File: src/rtl/vga_dither_out.sv
// vga_dither_out: RGB666 -> RGB222 output stage for the Tiny VGA PMOD.
// Two register stages: S1 captures the pixel and looks up its Bayer
// threshold; S2 quantises, blanks and drives the PMOD pins. Every signal
// (colour, blanking, syncs) sees exactly two clocks of latency.
//
// Stream protocol: one pixel per clock, no valid/ready. Every clock edge
// consumes the inputs and presents the pixel consumed two edges earlier.
module vga_dither_out #(
    parameter bit SYNC_IDLE = 1'b1,
    parameter bit TEMPORAL  = 1'b1
) (
    input  logic       clk,
    input  logic       rst_n,
    input  logic [5:0] r_in,
    input  logic [5:0] g_in,
    input  logic [5:0] b_in,
    input  logic [1:0] hpos_lsb,
    input  logic [1:0] vpos_lsb,
    input  logic       hsync_in,
    input  logic       vsync_in,
    input  logic       display_on,
    input  logic       dither_en,
    output logic [7:0] uo_out,
    output logic [1:0] frame_phase
);

    // 4x4 ordered-dither threshold matrix, indexed [y][x].
    function automatic logic [3:0] bayer(input logic [1:0] y, input logic [1:0] x);
        logic [3:0] t;
        t = 4'd0;
        case ({y, x})
            4'b00_00: t = 4'd0;
            4'b00_01: t = 4'd8;
            4'b00_10: t = 4'd2;
            4'b00_11: t = 4'd10;
            4'b01_00: t = 4'd12;
            4'b01_01: t = 4'd4;
            4'b01_10: t = 4'd14;
            4'b01_11: t = 4'd6;
            4'b10_00: t = 4'd3;
            4'b10_01: t = 4'd11;
            4'b10_10: t = 4'd1;
            4'b10_11: t = 4'd9;
            4'b11_00: t = 4'd15;
            4'b11_01: t = 4'd7;
            4'b11_10: t = 4'd13;
            4'b11_11: t = 4'd5;
            default:  t = 4'd0;
        endcase
        return t;
    endfunction

    // Round a 6-bit channel up to the next 2-bit level when its fraction
    // beats the threshold; level 3 never rounds further.
    function automatic logic [1:0] quant(input logic [5:0] v, input logic [3:0] t,
                                         input logic en);
        logic [1:0] q;
        q = v[5:4];
        if (en && (v[3:0] > t) && (q != 2'd3)) begin
            q = q + 2'd1;
        end
        return q;
    endfunction

    logic [1:0] r_phase;
    logic       r_vsync_prev;

    logic [5:0] r_r_s1;
    logic [5:0] r_g_s1;
    logic [5:0] r_b_s1;
    logic       r_hsync_s1;
    logic       r_vsync_s1;
    logic       r_de_s1;
    logic       r_den_s1;
    logic [3:0] r_t_s1;

    logic [7:0] r_out;

    logic [1:0] w_x;
    logic [1:0] w_y;
    logic       w_vs_edge;
    logic [1:0] w_rq;
    logic [1:0] w_gq;
    logic [1:0] w_bq;

    // Phase rotates the matrix by flipping x/y; the pixel sampled on the
    // edge cycle still sees the old phase because r_phase updates with it.
    assign w_x       = hpos_lsb ^ {2{r_phase[0]}};
    assign w_y       = vpos_lsb ^ {2{r_phase[1]}};
    assign w_vs_edge = (r_vsync_prev == SYNC_IDLE) && (vsync_in == ~SYNC_IDLE);

    // Frame phase counter, advanced on each vsync assertion edge.
    always_ff @(posedge clk or negedge rst_n) begin
        if (!rst_n) begin
            r_phase      <= 2'd0;
            r_vsync_prev <= SYNC_IDLE;
        end else begin
            r_vsync_prev <= vsync_in;
            if (TEMPORAL && w_vs_edge) begin
                r_phase <= r_phase + 2'd1;
            end
        end
    end

    // S1: capture pixel, controls and its dither threshold.
    always_ff @(posedge clk or negedge rst_n) begin
        if (!rst_n) begin
            r_r_s1     <= 6'd0;
            r_g_s1     <= 6'd0;
            r_b_s1     <= 6'd0;
            r_hsync_s1 <= SYNC_IDLE;
            r_vsync_s1 <= SYNC_IDLE;
            r_de_s1    <= 1'b0;
            r_den_s1   <= 1'b0;
            r_t_s1     <= 4'd0;
        end else begin
            r_r_s1     <= r_in;
            r_g_s1     <= g_in;
            r_b_s1     <= b_in;
            r_hsync_s1 <= hsync_in;
            r_vsync_s1 <= vsync_in;
            r_de_s1    <= display_on;
            r_den_s1   <= dither_en;
            r_t_s1     <= bayer(w_y, w_x);
        end
    end

    assign w_rq = r_de_s1 ? quant(r_r_s1, r_t_s1, r_den_s1) : 2'd0;
    assign w_gq = r_de_s1 ? quant(r_g_s1, r_t_s1, r_den_s1) : 2'd0;
    assign w_bq = r_de_s1 ? quant(r_b_s1, r_t_s1, r_den_s1) : 2'd0;

    // S2: register quantised, blanked colour and syncs onto the pin map.
    always_ff @(posedge clk or negedge rst_n) begin
        if (!rst_n) begin
            r_out <= {SYNC_IDLE, 3'b000, SYNC_IDLE, 3'b000};
        end else begin
            r_out <= {r_hsync_s1, w_bq[0], w_gq[0], w_rq[0],
                      r_vsync_s1, w_bq[1], w_gq[1], w_rq[1]};
        end
    end

    assign uo_out      = r_out;
    assign frame_phase = r_phase;

endmodule

File: config.mk
export PLATFORM = sky130hd
export DESIGN_NAME = vga_dither_out
export DESIGN_NICKNAME = d
export VERILOG_FILES = /design/src/rtl/vga_dither_out.sv
export SDC_FILE = /design/constraint.sdc
export NUM_CORES = 1
export LEC_CHECK = 0
export ABC_AREA = 0
export BUFFER_PORTS_ARGS = -buffer_cell sky130_fd_sc_hd__buf_4
export CELL_PAD_IN_SITES_DETAIL_PLACEMENT = 2
export CELL_PAD_IN_SITES_GLOBAL_PLACEMENT = 2
export CORE_MARGIN = 2
export CORE_UTILIZATION = 34
export CTS_CLUSTER_SIZE = 10
export DETAILED_ROUTE_END_ITERATION = 8
export PLACE_DENSITY = 0.84
export SYNTH_ARGS = -nofsm -noshare
export SYNTH_HDL_FRONTEND = slang
export SYNTH_SLANG_ARGS = --single-unit
File: constraint.sdc
create_clock -name clk -period 1.8 [get_ports clk]
set_input_delay 0.36 -clock clk [delete_from_list [all_inputs] [get_ports clk]]
set_output_delay 0.36 -clock clk [all_outputs]
set_load 0.005 [all_outputs]
==> impl_metrics.py, run 1 <==
metrics = {
    "sta": {
        "rsz0062_at_grt": "no",
        "setup_viol": 0,
        "hold_violations": 0,
        "fin_crit_sh": 0.8396,
        "fmax_ghz": 0.6617,
        "slew_headroom": 0.6990,
        "maxSlewViolCount": 0,
        "finalSetupTns_ps": 0,
        "final.min_clock_period_ps": 1511,
        "worst_pin_slew_ps": 451.5,
        "fin_skew_ps": 6.209,
    },
    "finish": {
        "multiInputGateArea_sq_um": 508.0,
        "diodes": 0,
        "nNetsFinal": 190,
        "fillCellCount": 404,
        "syn_to_final_growth_pct": 29.45,
        "regArea_sq_um": 905.9,
        "mostFrequentLayoutCell": "buf_4",
        "mostFrequentLayoutCells": "37 x buf_4, 32 x dfrtp_1, 15 x ha_1",
        "final_cell_area_sq_um": 1864,
        "drive_gt1_frac": 0.3514,
    },
    "global_routing": {
        "grt_overflow": 0,
        "antenna_found_initial": 0,
        "grt_max_degree": 37,
        "grt_pass1_wl_um": 5540,
        "first_global_vias": 1126,
        "global_route.usage.total": 0.1533,
    },
    "place": {
        "port_buffers": 37,
        "hpwlAfterDp_um": 2433,
        "gp_congestion": 0.8676,
        "post_dp_cell_area_sq_um": 1777,
    },
    "synth": {
        "syn_nets": 147,
        "ys_seq_area_frac": 0.6290,
        "yosysWarnings": 0,
        "netlist_instances": 104,
        "yosys.cell_types.count": 16,
        "synth_area_per_cell_sq_um": 13.85,
        "netlist_area_sq_um": 1440,
        "synth_seq_cells": 36,
    },
    "die": {
        "rows": 23,
        "io_pins": 38,
        "core_area_sq_um": 4029,
        "die_height_um": 69.08,
        "start_util": 0.3575,
        "fp.dieW_um": 69.08,
        "dieArea_sq_um": 4772,
    },
    "clocking": {
        "clockRootBuffer": "clkbuf_8",
        "ctsHoldBuffers": 0,
        "post_cts_buffers": 0,
        "worstSkewPairLatency_ps": 290,
        "clk_pin_slew_ps": 70,
        "cts_sinks": 36,
        "cts_buffers": 5,
        "clock_path_buffers": 2,
        "ctsResizeCount": 0,
        "cts_tree": "done",
        "htreeDepth": 2,
    },
    "drt": {
        "first_pass_iters": 4,
        "via_per_inst": 4.758,
        "wire_per_inst_um": 16.30,
        "wirelength_um": 3228,
        "vias": 942,
        "drcViolationCount": 0,
        "postRouteAntennaNets": 0,
        "initialDrtViolationCount": 32,
    },
    "job": {
        "maxCapViolations": 0,
    },
    "worst_setup_path": {
        "required_ps": 2020,
        "worstSetupPathType": "flop to flop",
        "worstSetupEndpointType": "flop",
        "cp.arrival_ps": 1730,
        "crit_fanout": 3,
        "startpoint_type": "flop",
    },
    "power_and_ir_drop": {
        "leakagePower_nw": 0.8970,
        "ir_drop_mv": 0.5083,
        "power.density_nw_per_um2": 1224,
    },
    "run_status": {
        "outcome": "complete, no violations",
    },
    "min_path": {
        "min_path_type": "input port to async pin",
    },
}
==> cell type report <==
type | instances | share of cell area
clock buffer | 5 | 0.03691
clock inverter | 3 | 0.01007
inverter | 6 | 0.01208
multi-input combinational | 61 | 0.2725
sequential | 36 | 0.4859
tap | 50 | 0.03356
timing repair buffer | 37 | 0.1490
==> per-layer routing <==
| metal | vias to the layer above | share of wire | global-route usage |
|---|---|---|---|
| met5 | - | 0 | 0 |
| met4 | 0 | 0.017 | 0.07190 |
| met3 | 7 | 0.068 | 0.06140 |
| met2 | 32 | 0.55 | 0.2735 |
| met1 | 467 | 0.37 | 0.1546 |
| li1 | 436 | - | - |
==> per-stage QoR <==
step                        util  hold WS (ps)  instances  worst slack (ps)  total power, W
after floorplan                -         64.41        104             521.8        0.001453
after global placement    0.4410         336.1        190             385.3        0.001680
after detailed placement  0.4410         340.1        190             291.9        0.001747
after CTS                 0.4627         23.25        198             250.7        0.002325
after global routing      0.4627         30.45        198             128.4        0.002460
final                     0.4627         4.844        198             288.7        0.002283
==> cell families after synthesis <==
logic type,after synthesis,synth area share
AO/OA/AOI/OAI,9,0.04431
flip-flops,36,0.6290
AND/OR/NAND/NOR,23,0.08775
buffers and inverters,7,0.01824
multiplexers,6,0.04170
XOR/XNOR,8,0.04866
adder cells (fa/ha/maj),15,0.1303
==> synth_stat cells (all sizes together) <==
cell type  count  area [sq um]
dfrtp         32         800.8
ha            15         187.7
nand2          9         33.78
a21oi          6         41.29
inv            6         22.52
mux2i          6         60.06
xnor2          6         52.55
dfstp          4         105.1
nand2b         4         25.02
nand3b         4         30.03
nand4          3         18.77
nor2b          3         18.77
o211ai         3         22.52
xor2           2         17.52
clkbuf         1         3.750
==> power by group <==
part	switching [W]	total, W	internal [W]	leakage [nW]
Clock	0.000296	0.000565	0.000269	0.0479
Sequential	0.0000878	0.00102	0.000935	0.422
Combinational	0.000339	0.000695	0.000356	0.427
==> registers in the layout (all words and copies together) (netlist names) <==
| register | count |
|---|---|
| uo_out | 8 |
| r_de_s1 | 1 |
| r_hsync_s1 | 1 |
| frame_phase | 2 |
| r_b_s1 | 6 |
| r_r_s1 | 6 |
| r_den_s1 | 1 |
| r_vsync_s1 | 1 |
| r_t_s1 | 4 |
| r_g_s1 | 6 |
==> critical path, stage by stage (launching register included) <==
cell	delay, ps
dfrtp_1	360
inv_1	130
ha_1	270
nand4_1	130
nand3b_1	110
a21oi_2	210
mux2i_1	220
==> path summary, 6_finish.rpt <==
| kind | start | end | slack, ps | cells after the start |
|---|---|---|---|---|
| setup / recovery | r_t_s1[2]$_DFF_PN0_ | uo_out[1]$_DFF_PN0_ | 290 | 6 |
| hold / removal | rst_n | r_g_s1[0]$_DFF_PN0_ | 5 | 1 |
| setup reg to reg | r_t_s1[2]$_DFF_PN0_ | uo_out[1]$_DFF_PN0_ | 290 | 6 |
| hold reg to reg | r_hsync_s1$_DFF_PN1_ | uo_out[7]$_DFF_PN1_ | 360 | 0 |
| max in group asynchronous | rst_n | r_vsync_s1$_DFF_PN1_ | 1440 | 1 |
| min in group clk | g_in[3] | r_g_s1[3]$_DFF_PN0_ | 170 | 1 |
No activity file was read; power rests on OpenSTA's default activity.
==> run 2: changes to the inputs <==
CORE_UTILIZATION = 30   (was 34)
PLACE_DENSITY = 0.79   (was 0.84)
clock period = 1.25 ns   (was 1.8 ns; I/O delays follow)
==> run 2 against run 1 <==
Against the previous run:
- the flow now finishes with violations (setup timing)
- clock skew decreased by 3.2 ps
- global-route usage decreased by 1.1 points
- register-to-register slack got worse by 500 ps
- count of clock-buffer cells in the layout increased by 2
- critical path depth decreased by 1
- largest cell class unchanged
- largest power group unchanged
- highest routed layer unchanged
==> impl_metrics.py, run 2 (synthesis gave the netlist of run 1 again) <==
metrics = {
    "run_status": {
        "outcome": "finished with violations",
        "violations": "setup timing",
    },
    "sta": {
        "setup_viol": 6,
        "fmax_ghz": 0.6864,
        "slew_headroom": 0.6994,
        "final.min_clock_period_ps": 1457,
        "rsz0062_at_grt": "yes",
        "finalWorstSetupSlack_ps": -206.8,
        "worst_pin_slew_ps": 450.8,
        "maxSlewViolCount": 0,
        "fin_skew_ps": 2.961,
        "fin_crit_sh": 1.165,
        "hold_violations": 0,
        "hold_slack_ps": 65.24,
    },
    "global_routing": {
        "first_global_vias": 1111,
        "grtUsageMet2": 0.2603,
        "met1_usage": 0.1497,
        "use_met3": 0.03429,
        "grt.busiest_layer": "met2",
        "grt_overflow": 0,
        "antenna_found_initial": 0,
        "grt_pass1_wl_um": 5444,
        "grt_max_degree": 37,
        "global_route.usage.total": 0.1424,
    },
    "job": {
        "maxCapViolations": 0,
    },
    "min_path": {
        "min_path_cells": 1,
        "min_from": "b_in[4]",
        "holdPathEnd": "r_b_s1[4]$_DFF_PN0_",
        "min_path_type": "input port to flop",
    },
    "worst_setup_path": {
        "startpoint_type": "flop",
        "worstSetupPathType": "flop to flop",
        "worstSetupEndpointType": "flop",
        "crit_fanout": 2,
        "required_ps": 1450,
        "cp.arrival_ps": 1660,
        "regToRegEndpoint": "uo_out[1]$_DFF_PN0_",
        "reg2reg_from": "r_g_s1[1]$_DFF_PN0_",
        "r2r_cells": 5,
        "r2r_setup_slack_ps": -210,
    },
    "finish": {
        "diodes": 0,
        "mostFrequentLayoutCell": "buf_4",
        "largest_register_ffs": 8,
        "fin_util": 0.4271,
        "final_cell_area_sq_um": 1991,
        "drive_gt1_frac": 0.4161,
        "nNetsFinal": 191,
        "syn_to_final_growth_pct": 38.23,
        "mostFrequentLayoutCells": "37 x buf_4, 32 x dfrtp_1, 11 x ha_1",
    },
    "drt": {
        "first_pass_iters": 3,
        "initialDrtViolationCount": 29,
        "via_per_inst": 4.700,
        "postRouteAntennaNets": 0,
        "vias": 954,
        "wirelength_um": 3487,
        "wire_per_inst_um": 17.18,
        "drcViolationCount": 0,
    },
    "place": {
        "port_buffers": 37,
        "gp_congestion": 0.7979,
        "hpwlAfterDp_um": 2438,
        "post_dp_cell_area_sq_um": 1782,
    },
    "clocking": {
        "clk_pin_slew_ps": 70,
        "cts_tree": "done",
        "post_cts_buffers": 0,
        "clockRootBuffer": "clkbuf_8",
        "clock_path_buffers": 2,
        "cts_buffers": 5,
        "worstSkewPairLatency_ps": 290,
        "cts_sinks": 36,
        "htreeDepth": 2,
    },
    "die": {
        "start_util": 0.3090,
        "io_pins": 38,
        "dieArea_sq_um": 5371,
        "rows": 25,
        "core_area_sq_um": 4661,
        "fp.dieW_um": 73.29,
        "die_height_um": 73.29,
    },
    "power_and_ir_drop": {
        "power.density_nw_per_um2": 1920,
        "leakagePower_nw": 0.9309,
        "ir_drop_mv": 0.7344,
    },
}
==> run 2: how the worst max path moves through the flow <==
stage	from	to	depth (start not counted)	slack, ps
4_1_cts	r_g_s1[1]$_DFF_PN0_	uo_out[1]$_DFF_PN0_	5	-230
3_3_place_gp	r_t_s1[1]$_DFF_PN0_	uo_out[4]$_DFF_PN0_	6	-150
5_1_grt	r_t_s1[1]$_DFF_PN0_	uo_out[1]$_DFF_PN0_	6	-300
2_1_floorplan	r_t_s1[1]$_DFF_PN0_	uo_out[0]$_DFF_PN0_	6	-20
6_report	r_g_s1[1]$_DFF_PN0_	uo_out[1]$_DFF_PN0_	5	-210
3_5_place_dp	r_t_s1[2]$_DFF_PN0_	uo_out[1]$_DFF_PN0_	6	-230
==> run 2: metal layers <==
layer	wire, um	vias to the layer above	share of wire
met5	0	-	0
met1	1295	487	0.37
met4	78	0	0.022
met3	123	7	0.035
li1	-	437	-
met2	1990	23	0.57
==> run 2: where the power goes <==
part           total, W  internal [W]  switching, W
logic           0.00122      0.000654      0.000569
registers       0.00149       0.00135      0.000142
clock network   0.00111      0.000704      0.000407
total           0.00382       0.00270       0.00112
==> run 2: worst max-delay path, cell delays in order (launching register included) <==
cell      delay, ps
dfrtp_1         410
ha_4            290
nor2b_4         130
o211ai_1        100
a21oi_2         200
mux2i_1         240
==> run 2: layout make-up <==
| cell class | instances | area, sq um |
|---|---|---|
| fillers | 473 | 2670 |
| flip-flops and latches | 36 | 905.9 |
| multi-input cells | 61 | 580.6 |
| repair buffers | 38 | 287.8 |
| clock buffers | 7 | 96.34 |
| well taps | 54 | 67.56 |
| clock inverters | 1 | 30.03 |
| inverters | 6 | 22.52 |
==> run 2: per-stage QoR <==
step / setup TNS (ps) / cells / setup WS (ps) / power (W)
CTS: -1194 / 203 / -232.3 / 0.003827
global route: -1627 / 203 / -297.2 / 0.004057
global placement: -702.1 / 194 / -147.0 / 0.002431
floorplan: -125.3 / 104 / -21.34 / 0.002097
detailed placement: -1112 / 194 / -234.8 / 0.002521
finish: -1088 / 203 / -206.8 / 0.003822
==> run 2: repair_timing <==
item,in CTS,in global routing
pin swaps,5,3
endpoints found under the setup margin,6,6
endpoints found under the hold margin,32,0
hold buffers,1,0
gates resized for setup,7,2
